$ cat src/rtl/fpu_dispatch_if.sv
// Request/response and execution-unit signal bundle for the FPU dispatcher.
// The slave modport is the dispatcher; the master modport is the requester and unit side.
interface fpu_dispatch_if #(
    parameter int unsigned W     = 32,
    parameter int unsigned N_OPS = 5,
    parameter int unsigned TAG_W = 4
) ();
    logic                 req_valid;
    logic                 req_ready;
    logic [2:0]           req_opcode;
    logic [2:0]           req_rm;
    logic [W-1:0]         req_a;
    logic [W-1:0]         req_b;
    logic [TAG_W-1:0]     req_tag;

    logic [W-1:0]         unit_in1;
    logic [W-1:0]         unit_in2;
    logic [2:0]           unit_rm;
    logic                 unit_rst;
    logic [N_OPS-1:0]     unit_act;
    logic [N_OPS-1:0]     unit_done;
    logic [N_OPS*W-1:0]   unit_out;
    logic [N_OPS*5-1:0]   unit_flags;

    logic                 rsp_valid;
    logic                 rsp_ready;
    logic [W-1:0]         rsp_data;
    logic [4:0]           rsp_flags;
    logic [TAG_W-1:0]     rsp_tag;
    logic                 rsp_err;

    modport slave (
        input  req_valid, req_opcode, req_rm, req_a, req_b, req_tag,
        input  unit_done, unit_out, unit_flags, rsp_ready,
        output req_ready, unit_in1, unit_in2, unit_rm, unit_rst, unit_act,
        output rsp_valid, rsp_data, rsp_flags, rsp_tag, rsp_err
    );

    modport master (
        output req_valid, req_opcode, req_rm, req_a, req_b, req_tag,
        output unit_done, unit_out, unit_flags, rsp_ready,
        input  req_ready, unit_in1, unit_in2, unit_rm, unit_rst, unit_act,
        input  rsp_valid, rsp_data, rsp_flags, rsp_tag, rsp_err
    );
endinterface

$ cat src/rtl/fpu_dispatch.sv
// Dispatches one FP operation at a time to a selected execution unit, with unit
// reset pulse, done/timeout completion, response handshake and sticky exception flags.
module fpu_dispatch #(
    parameter int unsigned W      = 32,
    parameter int unsigned N_OPS  = 5,
    parameter int unsigned TAG_W  = 4,
    parameter int unsigned TO_CYC = 64
) (
    input  logic        clk,
    input  logic        rst,
    fpu_dispatch_if.slave bus,
    output logic [4:0]  sticky_flags,
    input  logic        sticky_clr
);
    localparam int unsigned CNT_W = 16;
    localparam int unsigned FLG_W = 5;
    localparam logic [FLG_W-1:0] FLG_INV = 5'b00100;

    typedef enum logic [1:0] {IDLE, CLR, RUN, RESP} state_t;

    state_t             state_q, state_d;
    logic [2:0]         op_q, rm_q;
    logic [W-1:0]       a_q, b_q;
    logic [TAG_W-1:0]   tag_q;
    logic [CNT_W-1:0]   cnt_q;
    logic [W-1:0]       rsp_data_q;
    logic [FLG_W-1:0]   rsp_flags_q;
    logic               rsp_err_q;
    logic [FLG_W-1:0]   sticky_q;

    logic               accept;
    logic               enter_resp;
    logic [W-1:0]       nxt_data;
    logic [FLG_W-1:0]   nxt_flags;
    logic               nxt_err;
    logic               sel_done;
    logic [W-1:0]       sel_out;
    logic [FLG_W-1:0]   sel_flags;
    logic               timeout;

    // Select the active unit's done/result; all other units are ignored.
    always_comb begin
        sel_done  = 1'b0;
        sel_out   = '0;
        sel_flags = '0;
        for (int unsigned i = 0; i < N_OPS; i++) begin
            if (32'(op_q) == i) begin
                sel_done  = bus.unit_done[i];
                sel_out   = bus.unit_out[i*W +: W];
                sel_flags = bus.unit_flags[i*FLG_W +: FLG_W];
            end
        end
    end

    assign timeout = (cnt_q == CNT_W'(TO_CYC - 1));

    always_ff @(posedge clk) begin
        if (rst) state_q <= IDLE;
        else     state_q <= state_d;
    end

    // Next state plus the response payload captured on entry to RESP.
    always_comb begin
        state_d    = state_q;
        accept     = 1'b0;
        enter_resp = 1'b0;
        nxt_data   = '0;
        nxt_flags  = FLG_INV;
        nxt_err    = 1'b1;
        case (state_q)
            IDLE: begin
                accept = bus.req_valid;
                if (bus.req_valid) begin
                    if (32'(bus.req_opcode) < N_OPS) begin
                        state_d = CLR;
                    end else begin
                        state_d    = RESP;
                        enter_resp = 1'b1;
                    end
                end
            end
            CLR: state_d = RUN;
            RUN: begin
                if (sel_done) begin
                    state_d    = RESP;
                    enter_resp = 1'b1;
                    nxt_data   = sel_out;
                    nxt_flags  = sel_flags;
                    nxt_err    = 1'b0;
                end else if (timeout) begin
                    state_d    = RESP;
                    enter_resp = 1'b1;
                end
            end
            RESP: if (bus.rsp_ready) state_d = IDLE;
            default: state_d = IDLE;
        endcase
    end

    always_comb begin
        bus.req_ready = (state_q == IDLE) && !rst;
        bus.rsp_valid = (state_q == RESP) && !rst;
        bus.unit_rst  = rst || (state_q == CLR);
        bus.unit_act  = '0;
        bus.unit_in1  = '0;
        bus.unit_in2  = '0;
        bus.unit_rm   = '0;
        if (state_q == RUN && !rst) bus.unit_act = N_OPS'(1) << op_q;
        if (state_q == CLR || state_q == RUN) begin
            bus.unit_in1 = a_q;
            bus.unit_in2 = b_q;
            bus.unit_rm  = rm_q;
        end
        bus.rsp_data  = rsp_data_q;
        bus.rsp_flags = rsp_flags_q;
        bus.rsp_tag   = tag_q;
        bus.rsp_err   = rsp_err_q;
        sticky_flags  = sticky_q;
    end

    // Operand latch, RUN counter, response registers and sticky accumulation.
    always_ff @(posedge clk) begin
        if (rst) begin
            op_q        <= '0;
            rm_q        <= '0;
            a_q         <= '0;
            b_q         <= '0;
            tag_q       <= '0;
            cnt_q       <= '0;
            rsp_data_q  <= '0;
            rsp_flags_q <= '0;
            rsp_err_q   <= 1'b0;
            sticky_q    <= '0;
        end else begin
            if (accept) begin
                op_q  <= bus.req_opcode;
                rm_q  <= bus.req_rm;
                a_q   <= bus.req_a;
                b_q   <= bus.req_b;
                tag_q <= bus.req_tag;
            end
            cnt_q <= (state_q == RUN) ? cnt_q + CNT_W'(1) : '0;
            if (enter_resp) begin
                rsp_data_q  <= nxt_data;
                rsp_flags_q <= nxt_flags;
                rsp_err_q   <= nxt_err;
            end
            if (sticky_clr)      sticky_q <= enter_resp ? nxt_flags : '0;
            else if (enter_resp) sticky_q <= sticky_q | nxt_flags;
        end
    end
endmodule

$ cat src/flat_wrapper.sv
// flat-port wrapper written by rule: the top's interface ports become plain ports
module fpu_dispatch_flat 
#(
    parameter int unsigned W      = 32,
    parameter int unsigned N_OPS  = 5,
    parameter int unsigned TAG_W  = 4,
    parameter int unsigned TO_CYC = 64
)
  (clk, rst, sticky_flags, sticky_clr, bus_req_valid, bus_req_opcode, bus_req_rm, bus_req_a, bus_req_b, bus_req_tag, bus_unit_done, bus_unit_out, bus_unit_flags, bus_rsp_ready, bus_req_ready, bus_unit_in1, bus_unit_in2, bus_unit_rm, bus_unit_rst, bus_unit_act, bus_rsp_valid, bus_rsp_data, bus_rsp_flags, bus_rsp_tag, bus_rsp_err);
  fpu_dispatch_if #(.W(W), .N_OPS(N_OPS), .TAG_W(TAG_W)) bus_i ();
  input  logic clk;
  input  logic rst;
  output logic [4:0] sticky_flags;
  input  logic sticky_clr;
  input wire logic [$bits(bus_i.req_valid)-1:0] bus_req_valid;
  input wire logic [$bits(bus_i.req_opcode)-1:0] bus_req_opcode;
  input wire logic [$bits(bus_i.req_rm)-1:0] bus_req_rm;
  input wire logic [$bits(bus_i.req_a)-1:0] bus_req_a;
  input wire logic [$bits(bus_i.req_b)-1:0] bus_req_b;
  input wire logic [$bits(bus_i.req_tag)-1:0] bus_req_tag;
  input wire logic [$bits(bus_i.unit_done)-1:0] bus_unit_done;
  input wire logic [$bits(bus_i.unit_out)-1:0] bus_unit_out;
  input wire logic [$bits(bus_i.unit_flags)-1:0] bus_unit_flags;
  input wire logic [$bits(bus_i.rsp_ready)-1:0] bus_rsp_ready;
  output wire logic [$bits(bus_i.req_ready)-1:0] bus_req_ready;
  output wire logic [$bits(bus_i.unit_in1)-1:0] bus_unit_in1;
  output wire logic [$bits(bus_i.unit_in2)-1:0] bus_unit_in2;
  output wire logic [$bits(bus_i.unit_rm)-1:0] bus_unit_rm;
  output wire logic [$bits(bus_i.unit_rst)-1:0] bus_unit_rst;
  output wire logic [$bits(bus_i.unit_act)-1:0] bus_unit_act;
  output wire logic [$bits(bus_i.rsp_valid)-1:0] bus_rsp_valid;
  output wire logic [$bits(bus_i.rsp_data)-1:0] bus_rsp_data;
  output wire logic [$bits(bus_i.rsp_flags)-1:0] bus_rsp_flags;
  output wire logic [$bits(bus_i.rsp_tag)-1:0] bus_rsp_tag;
  output wire logic [$bits(bus_i.rsp_err)-1:0] bus_rsp_err;
  assign bus_i.req_valid = bus_req_valid;
  assign bus_i.req_opcode = bus_req_opcode;
  assign bus_i.req_rm = bus_req_rm;
  assign bus_i.req_a = bus_req_a;
  assign bus_i.req_b = bus_req_b;
  assign bus_i.req_tag = bus_req_tag;
  assign bus_i.unit_done = bus_unit_done;
  assign bus_i.unit_out = bus_unit_out;
  assign bus_i.unit_flags = bus_unit_flags;
  assign bus_i.rsp_ready = bus_rsp_ready;
  assign bus_req_ready = bus_i.req_ready;
  assign bus_unit_in1 = bus_i.unit_in1;
  assign bus_unit_in2 = bus_i.unit_in2;
  assign bus_unit_rm = bus_i.unit_rm;
  assign bus_unit_rst = bus_i.unit_rst;
  assign bus_unit_act = bus_i.unit_act;
  assign bus_rsp_valid = bus_i.rsp_valid;
  assign bus_rsp_data = bus_i.rsp_data;
  assign bus_rsp_flags = bus_i.rsp_flags;
  assign bus_rsp_tag = bus_i.rsp_tag;
  assign bus_rsp_err = bus_i.rsp_err;
  fpu_dispatch #(.W(W), .N_OPS(N_OPS), .TAG_W(TAG_W), .TO_CYC(TO_CYC)) u_core (.clk(clk), .rst(rst), .bus(bus_i), .sticky_flags(sticky_flags), .sticky_clr(sticky_clr));
endmodule
$ cat config.mk
export PLATFORM = sky130hd
export DESIGN_NAME = fpu_dispatch_flat
export DESIGN_NICKNAME = d
export VERILOG_FILES = /design/src/rtl/fpu_dispatch_if.sv /design/src/rtl/fpu_dispatch.sv /design/src/flat_wrapper.sv
export SDC_FILE = /design/constraint.sdc
export NUM_CORES = 1
export LEC_CHECK = 0
export ABC_CLOCK_PERIOD_IN_PS = 2590
export CAP_MARGIN = 20
export CORE_AREA = 2 2 153 155
export CTS_BUF_LIST = sky130_fd_sc_hd__clkbuf_2 sky130_fd_sc_hd__clkbuf_4 sky130_fd_sc_hd__clkbuf_8
export CTS_CLUSTER_SIZE = 10
export DETAILED_ROUTE_END_ITERATION = 8
export DIE_AREA = 0 0 155 157
export GPL_ROUTABILITY_DRIVEN = 0
export PLACE_DENSITY = 0.68
export SYNTH_ARGS = -nofsm -noshare
export SYNTH_HDL_FRONTEND = slang
export SYNTH_SLANG_ARGS = --single-unit
$ cat constraint.sdc
create_clock -name clk -period 2.59 [get_ports clk]
set_input_delay 0.518 -clock clk [delete_from_list [all_inputs] [get_ports clk]]
set_output_delay 0.518 -clock clk [all_outputs]
set_load 0.02 [all_outputs]
Word-level counts from Yosys, hierarchy flattened
Cells that the tools add are included.

Register bits: 135. Bits of input ports: 269. Logic and storage cells: 78. Output and inout port bits: 122.

Eq/ne operators: 11. Bitwise logic cells: 2. Add/subtract/negate cells: 1. Order comparisons: 1. Reductions and logical operators: 11. Mux-type cells: 40. Shifts and indexed selects: 1.

Operators by type and width (number): 32-bit 2-to-1 mux (9); 5-bit 2-to-1 mux (11); 16-bit by 1-bit adder with 16-bit output, second input constant (1); 16-bit by 6-bit == test with 1-bit output, second input constant (1); 1-bit 2-to-1 mux (12); 2-bit 2-to-1 mux (5); 2-bit case mux with 4 select lines (1); 3-bit by 2-bit == test with 1-bit output, second input constant (2); 5-bit bitwise OR (1); 1-bit by 3-bit << shifter with 5-bit output, first input constant (1); 2-bit == test, second input constant (2); 2-bit inequality test, second input constant (2); 3-bit by 1-bit == test with 1-bit output, second input constant (1); 3-bit == test, second input constant (1); 1-bit logical AND (3); 3-bit logical NOT (1); 3-bit < comparator, second input constant (1); 3-bit 2-to-1 mux (1); 3-bit by 1-bit inequality test with 1-bit output, second input constant (1); 3-bit AND reduction (1); 2-bit by 1-bit == test with 1-bit output, second input constant (1); 2-bit logical NOT (1); 1-bit logical OR (2); 1-bit case mux with 2 select lines (1); 4 further kinds (4).

Longest topological paths before layout
Gate-level depths: netlist of run 1.

Word-level depth: 11. Mapped depth: 9. Mapped depth without buffers: 7.

Least setup slack after synthesis of run 1
Ideal clock, no wire load.

Path type: in2out. From: input port rst. To: output port bus_unit_act[4]. Arrival: 1.515 ns. Buffers on the path: 3. Data required time: 2.072 ns. Slack: 0.557 ns. Cell stages on the path: 5. Cells stage by stage: clkbuf_1 -> nand2b_1 -> clkbuf_1 -> buf_1 -> nor2_1.

Cells in the longest elaborated chain, start to end: 3.

Ends and longest elaborated chain: start: declaration (line flat_wrapper.sv:12) `input logic rst;`; 1-bit logical NOT (line fpu_dispatch.sv:108) `if (state_q == RUN && !rst) bus.unit_act = N_OPS'(1) << op_q;`; 1-bit logical AND (line fpu_dispatch.sv:108); 5-bit 2-to-1 mux (line fpu_dispatch.sv:108); end: declaration (line flat_wrapper.sv:30) `output wire logic [$bits(bus_i.unit_act)-1:0] bus_unit_act;`.

No other way between the ends.

Final worst setup path of run 1
From: register u_core.state_q[0]. To: output port bus_unit_act[1].

Cells in the longest elaborated chain, start to end: 3.

Ends and longest elaborated chain: start: declaration (line fpu_dispatch.sv:21) `state_t state_q, state_d;`; start signal: assignment (line fpu_dispatch.sv:59) `else state_q <= state_d;`; 2-bit == test (line fpu_dispatch.sv:108); 1-bit logical AND (line fpu_dispatch.sv:108); 5-bit 2-to-1 mux (line fpu_dispatch.sv:108).

No other way between the ends.

==> metrics.cfg, run 1 <==
[timing]
fin_crit_sh_pct = 96.7
slew_viol_final = 0
finalSetupTns_ps = 0
period_minus_slack_ps = 2500
fmax_mhz = 399
skew_ps = 17.3
hold_viol_final = 0
setup_viol = 0
rsz0062_at_grt = yes
slew_headroom_pct = 48.5
tightest_slew_ps = 773

[synth]
ys_warn_count = 0
synth_area_leaders = dfxtp_1, mux2i_1, nand2_1, a21oi_1, and2_1
synth.largest_area_cell = dfxtp_1
synth_nets = 1190
postSynthCellCount = 916
synth_area_um2 = 7350
synth-compound-area-share_pct = 18.5
yosysUniqueCellTypes = 44
yosys.area_share.adder_pct = 0.851
yosys_most_used_dff = dfxtp_1
yosysSeqAreaShare_pct = 36.8
async_reset_ff_share_pct = 0
synthMuxAreaShare_pct = 10.4
synth_top_area_share_pct = 36.8
synth.avg_cell_area_um2 = 8.02
synth_top_family_by_area = simple AND/OR/NAND/NOR gates
synth_edf_count = 0
synth-seq-cells = 135
synthSimpleGateAreaFrac_pct = 26.2
synth_xor_area_share_pct = 1.19

[drt]
first_pass_iters = 4
drc = 0
drt_wl_total_um = 28900
viasPerCell = 4.90
post_drt_wl_per_cell_um = 18.4
dr.first_iter.drc_count = 308
ant_nets = 0
vias = 7687

[grt]
grt_start_max_net_pins = 75
grt_pass1_vias = 7611
grt-ovfl-total = 0
grt_pass1_wl_um = 42900
grt_usage_pct = 22.9
antenna_found_initial = 10

[setup_path]
critPathMaxFanout = 4
cp.arrival_ps = 1990
critPathKind = reg2out
path_cells = inv_1 > ha_1 > nand2b_1 > nor3_4 > dlygate4sd2_1
cpMaxStageDelayCell = dlygate4sd2_1
start_kind = flop
cp.required_ps = 2070
cpPeakStageDelay_ps = 370
cp-end-kind = primary output

[die]
die_w_um = 155
fp.dieArea_um2 = 24300
start_util_pct = 32.7
dieHeight_um = 157
coreArea_um2 = 22500
io_pins = 391
rows = 55

[clock_network]
cts_root_buf = clkbuf_8
tritoncts = built
htree_num_levels = 4
cts_num_sinks = 135
cts.clk_slew.worst_paths_ps = 90
cts_setup_buffers = 0
clock_latency_ps = 460
cts_buffers = 17
cts_hold_repair.buffers = 0
clockBufferDepth = 2

[finish]
multi_input_area_um2 = 4250
fin_nets = 1537
seqCellArea_um2 = 2710
drive_above_1_share_pct = 7.13
layout_commonest_cell = clkdlybuf4s50_1
n_fill_cell = 2186
area_growth_pct = 60.6
final_cell_mix = clkdlybuf4s50_1, nand2_1, dfxtp_1

[flow_run]
max_cap_violations = 0

[worst_hold_path]
hold_path_class = in2reg

[power_and_ir_drop]
p_leak_uw = 0.00436
power.total_uw = 8490
power_density_nw_per_um2 = 719
vdd_ir_drop_max_mv = 0.364

[placed_design]
io_buffers = 390
dp_hpwl_um = 21000

[run_status]
status = completed

-- routing by layer --
metal	global-route usage (%)	up-vias	routed length [µm]
met3	7.68	34	2520
li1	-	3835	-
met1	26.3	3522	11900
met4	8.47	6	681
met2	39.4	290	13800
met5	0	-	41
-- critical path: cells and delay by family, from the launching register on --
family	cells	cell delay, ps
adder cells (fa/ha/maj)	1	230
AND/OR/NAND/NOR	2	450
flip-flops	1	350
buffers and inverters	2	500
-- sequential cells by signal (all words and copies together), names as in the netlist --
signal,flops
u_core.a_q,32
u_core.b_q,32
u_core.bus.rsp_data,32
u_core.cnt_q,16
u_core.bus.rsp_flags,5
u_core.sticky_flags,5
u_core.bus.rsp_tag,4
u_core.op_q,3
u_core.rm_q,3
u_core.state_q,2
u_core.bus.rsp_err,1
-- cell usage after synthesis, types with 2 or more instances --
cell / n
xnor2_1: 3
o21a_1: 33
ha_1: 5
dfxtp_1: 135
a21oi_1: 94
nor3_1: 3
and3_1: 2
nand4_1: 4
or3_1: 4
nand3b_1: 33
mux2i_1: 75
buf_1: 5
buf_2: 6
xor2_1: 7
nand3_1: 8
nand2b_1: 10
nand2_1: 189
nor2b_1: 2
a211oi_1: 19
a211oi_2: 13
clkbuf_1: 51
o22ai_1: 37
nor2_1: 53
and2_1: 71
inv_1: 4
o21ai_0: 8
buf_6: 12
buf_4: 8
and3b_1: 2
or2_2: 2
or2_1: 5
-- per-stage QoR --
step | instances | utilization (%) | hold slack [ps] | area (µm²) | worst slack [ps]
after detailed placement | 1528 | 50.5 | 443 | 11400 | -13.1
final | 1569 | 52.4 | 433 | 11800 | 86.7
after global routing | 1567 | 52.4 | 403 | 11800 | -50.3
after floorplan | 916 | - | 426 | 7350 | 557
after global placement | 1528 | 50.5 | 438 | 11400 | -64.6
after CTS | 1561 | 52.2 | 401 | 11800 | -47.5
-- cell families after synthesis --
family,Yosys count
compound gates,209
xor+xnor,10
fa+ha+maj,5
buf+inv,86
flops,135
mux,76
simple gates,395
-- path summary, 6_finish.rpt --
kind | start | end | slack (ps) | depth (start not counted)
hold reg to reg | u_core.a_q[26] | u_core.a_q[26] | 450 | 2
setup reg to reg | u_core.op_q[1] | u_core.bus.rsp_data[31] | 350 | 6
hold / removal | rst | u_core.bus.rsp_flags[2] | 430 | 2
setup / recovery | u_core.state_q[0] | bus_unit_act[1] | 90 | 5
-- timing repair --
item,in CTS,in global routing
pin swaps,0,0
setup endpoints to repair,73,71
cloned,1,0
resized for setup,82,27
-- cell type report --
| cell class | count | share of cell area [%] |
|---|---|---|
| inverter | 4 | 0.127 |
| tap | 285 | 3.02 |
| clock buffer | 17 | 1.98 |
| antenna | 8 | 0.170 |
| multi-input combinational | 695 | 36.0 |
| sequential | 135 | 23.0 |
| clock inverter | 15 | 1.53 |
| timing repair buffer | 410 | 34.2 |
-- report_power, final --
part | switching [µW] | leakage [µW] | internal (µW) | total (µW)
Combinational | 2160 | 0.00305 | 1800 | 3960
Sequential | 245 | 0.00110 | 2440 | 2680
Clock | 1030 | 0.000209 | 818 | 1840
Note: power is estimated with default switching activity, not from simulation.
==> run 2: changes to the inputs <==
--- a/config.mk
+++ b/config.mk
@@ -13,6 +13,7 @@
 export DETAILED_ROUTE_END_ITERATION = 8
 export DIE_AREA = 0 0 155 157
 export GPL_ROUTABILITY_DRIVEN = 0
+export MAX_ROUTING_LAYER = met4
 export PLACE_DENSITY = 0.68
 export SYNTH_ARGS = -nofsm -noshare
 export SYNTH_HDL_FRONTEND = slang
==> run 2 against run 1 <==
  * Hold slack worse by 2.3 ps
  * First-iteration DRC count fell by 4.2%
  * Cell count grew 0.25%
  * Sequential share of layout area hardly changed
  * Maximum frequency fell by 0.19%
  * Routed wire length barely moved
  * Flip-flop and latch count unchanged
  * Setup slack worse by 4.7 ps
  * Global-route usage grew 0.65 points
  * Register-to-register slack barely moved
  * Die area stayed put
  * Critical endpoint unchanged
  * Largest cell class unchanged
  * Largest power group unchanged
  * Highest routed layer is now met4
==> metrics.cfg, run 2 (synthesis gave the netlist of run 1 again) <==
[finish]
drive_above_1_share_pct = 7.13
fin_nets = 1537
final_cell_mix = clkdlybuf4s50_1, nand2_1, dfxtp_1
area_growth_pct = 60.7
layout_commonest_cell = clkdlybuf4s50_1
n_fill_cell = 2187

[die]
coreArea_um2 = 22500
fp.dieArea_um2 = 24300
io_pins = 391
rows = 55
start_util_pct = 32.7
die_w_um = 155
dieHeight_um = 157

[timing]
tightest_slew_ps = 765
fmax_mhz = 399
setup_viol = 0
skew_ps = 17.2
finalSetupTns_ps = 0
hold_viol_final = 0
rsz0062_at_grt = yes
period_minus_slack_ps = 2510
fin_crit_sh_pct = 96.8
slew_viol_final = 0
slew_headroom_pct = 49.0

[clock_network]
clock_latency_ps = 460
cts_buffers = 17
clockBufferDepth = 2
tritoncts = built
cts_setup_buffers = 0
htree_num_levels = 4
cts_root_buf = clkbuf_8
cts.clk_slew.worst_paths_ps = 90
cts_num_sinks = 135

[power_and_ir_drop]
p_leak_uw = 0.00436
vdd_ir_drop_max_mv = 0.361
power.total_uw = 8490
power_density_nw_per_um2 = 718

[grt]
grt_pass1_wl_um = 42800
grt_usage_pct = 23.5
grt_start_max_net_pins = 75
grt_use_met1_pct = 26.8
grt-ovfl-total = 0
grt_pass1_vias = 7645
grt_use_met2_pct = 39.2
use_met3_pct = 7.24
top_usage_layer = met2
antenna_found_initial = 11

[setup_path]
critPathKind = reg2out
critPathMaxFanout = 4
cp.arrival_ps = 1990
cpPeakStageDelay_ps = 370
cp.required_ps = 2070
r2r_setup_slack_ps = 360
reg2regPathDepth = 6
cpMaxStageDelayCell = dlygate4sd2_1
cp-startpoint = u_core.state_q[0]
start_kind = flop
r2r_end = u_core.bus.rsp_data[31]
path_cells = inv_1 > ha_1 > nand2b_1 > nor3_4 > dlygate4sd2_1
worstReg2RegStart = u_core.op_q[1]
cp-end-kind = primary output

[worst_hold_path]
hold_end = u_core.bus.rsp_flags[2]
min_path_cells = 2
hold_path_class = in2reg
hp-start = rst

[drt]
drt_wl_total_um = 28900
drc = 0
vias = 7707
first_pass_iters = 4
ant_nets = 0
dr.first_iter.drc_count = 295
post_drt_wl_per_cell_um = 18.4
viasPerCell = 4.90

[flow_run]
max_cap_violations = 0

[run_status]
status = completed

[placed_design]
dp_hpwl_um = 21000
io_buffers = 390

-- run 2: cell count changes in the layout (fill, tap and decap cells not counted) --
cell,delta
diode_2,+4
-- run 2: stage by stage --
step | hold slack (ps) | setup WS (ps) | util, % | instance area, µm² | std cells
2_1_floorplan | 426 | 557 | - | 7350 | 916
3_3_place_gp | 438 | -64.6 | 50.5 | 11400 | 1528
3_5_place_dp | 443 | -13.1 | 50.5 | 11400 | 1528
4_1_cts | 401 | -47.5 | 52.2 | 11800 | 1561
5_1_grt | 403 | -50.3 | 52.5 | 11800 | 1572
6_report | 430 | 82.1 | 52.5 | 11800 | 1573
-- run 2: worst max-delay path, delay by kind of cell (launching register included) --
family	cells	cell delay [ps]
buffers and inverters	2	510
AND/OR/NAND/NOR	2	450
flip-flops	1	350
adder cells (fa/ha/maj)	1	230
-- run 2: worst max-delay path by stage --
stage	endpoint	slack [ps]	cells past startpoint
after floorplan	bus_unit_act[4]	560	5
after global placement	bus_unit_act[0]	-60	4
after detailed placement	bus_unit_act[1]	-10	4
after CTS	bus_unit_in2[26]	-50	5
after global routing	bus_unit_act[1]	-50	5
final	bus_unit_act[1]	80	5
-- run 2: final cells by class --
type | instances | area [µm²] | area share [%]
diodes | 12 | 30.0 | 0.254
clock buffers | 17 | 234 | 1.98
clock inverters | 15 | 180 | 1.53
inverters | 4 | 15.0 | 0.127
multi-input cells | 695 | 4250 | 36.0
flip-flops and latches | 135 | 2710 | 22.9
well taps | 285 | 357 | 3.02
repair buffers | 410 | 4040 | 34.2
-- run 2: where the power goes --
group	internal (µW)	switching, µW	total, µW	leakage [µW]
logic	1800	2160	3960	0.00305
clock network	818	1020	1840	0.000209
registers	2440	244	2680	0.00110
-- run 2: per-layer routing --
| metal | vias up | routed length [µm] |
|---|---|---|
| li1 | 3841 | - |
| met1 | 3529 | 12000 |
| met2 | 310 | 13800 |
| met3 | 27 | 2480 |
| met4 | 0 | 632 |
| met5 | - | 0 |
-- run 2: what timing repair did --
action | in CTS | in global routing
gates resized for setup | 82 | 27
hold buffers | 0 | 0
gates cloned | 1 | 0
setup endpoints to repair | 73 | 71
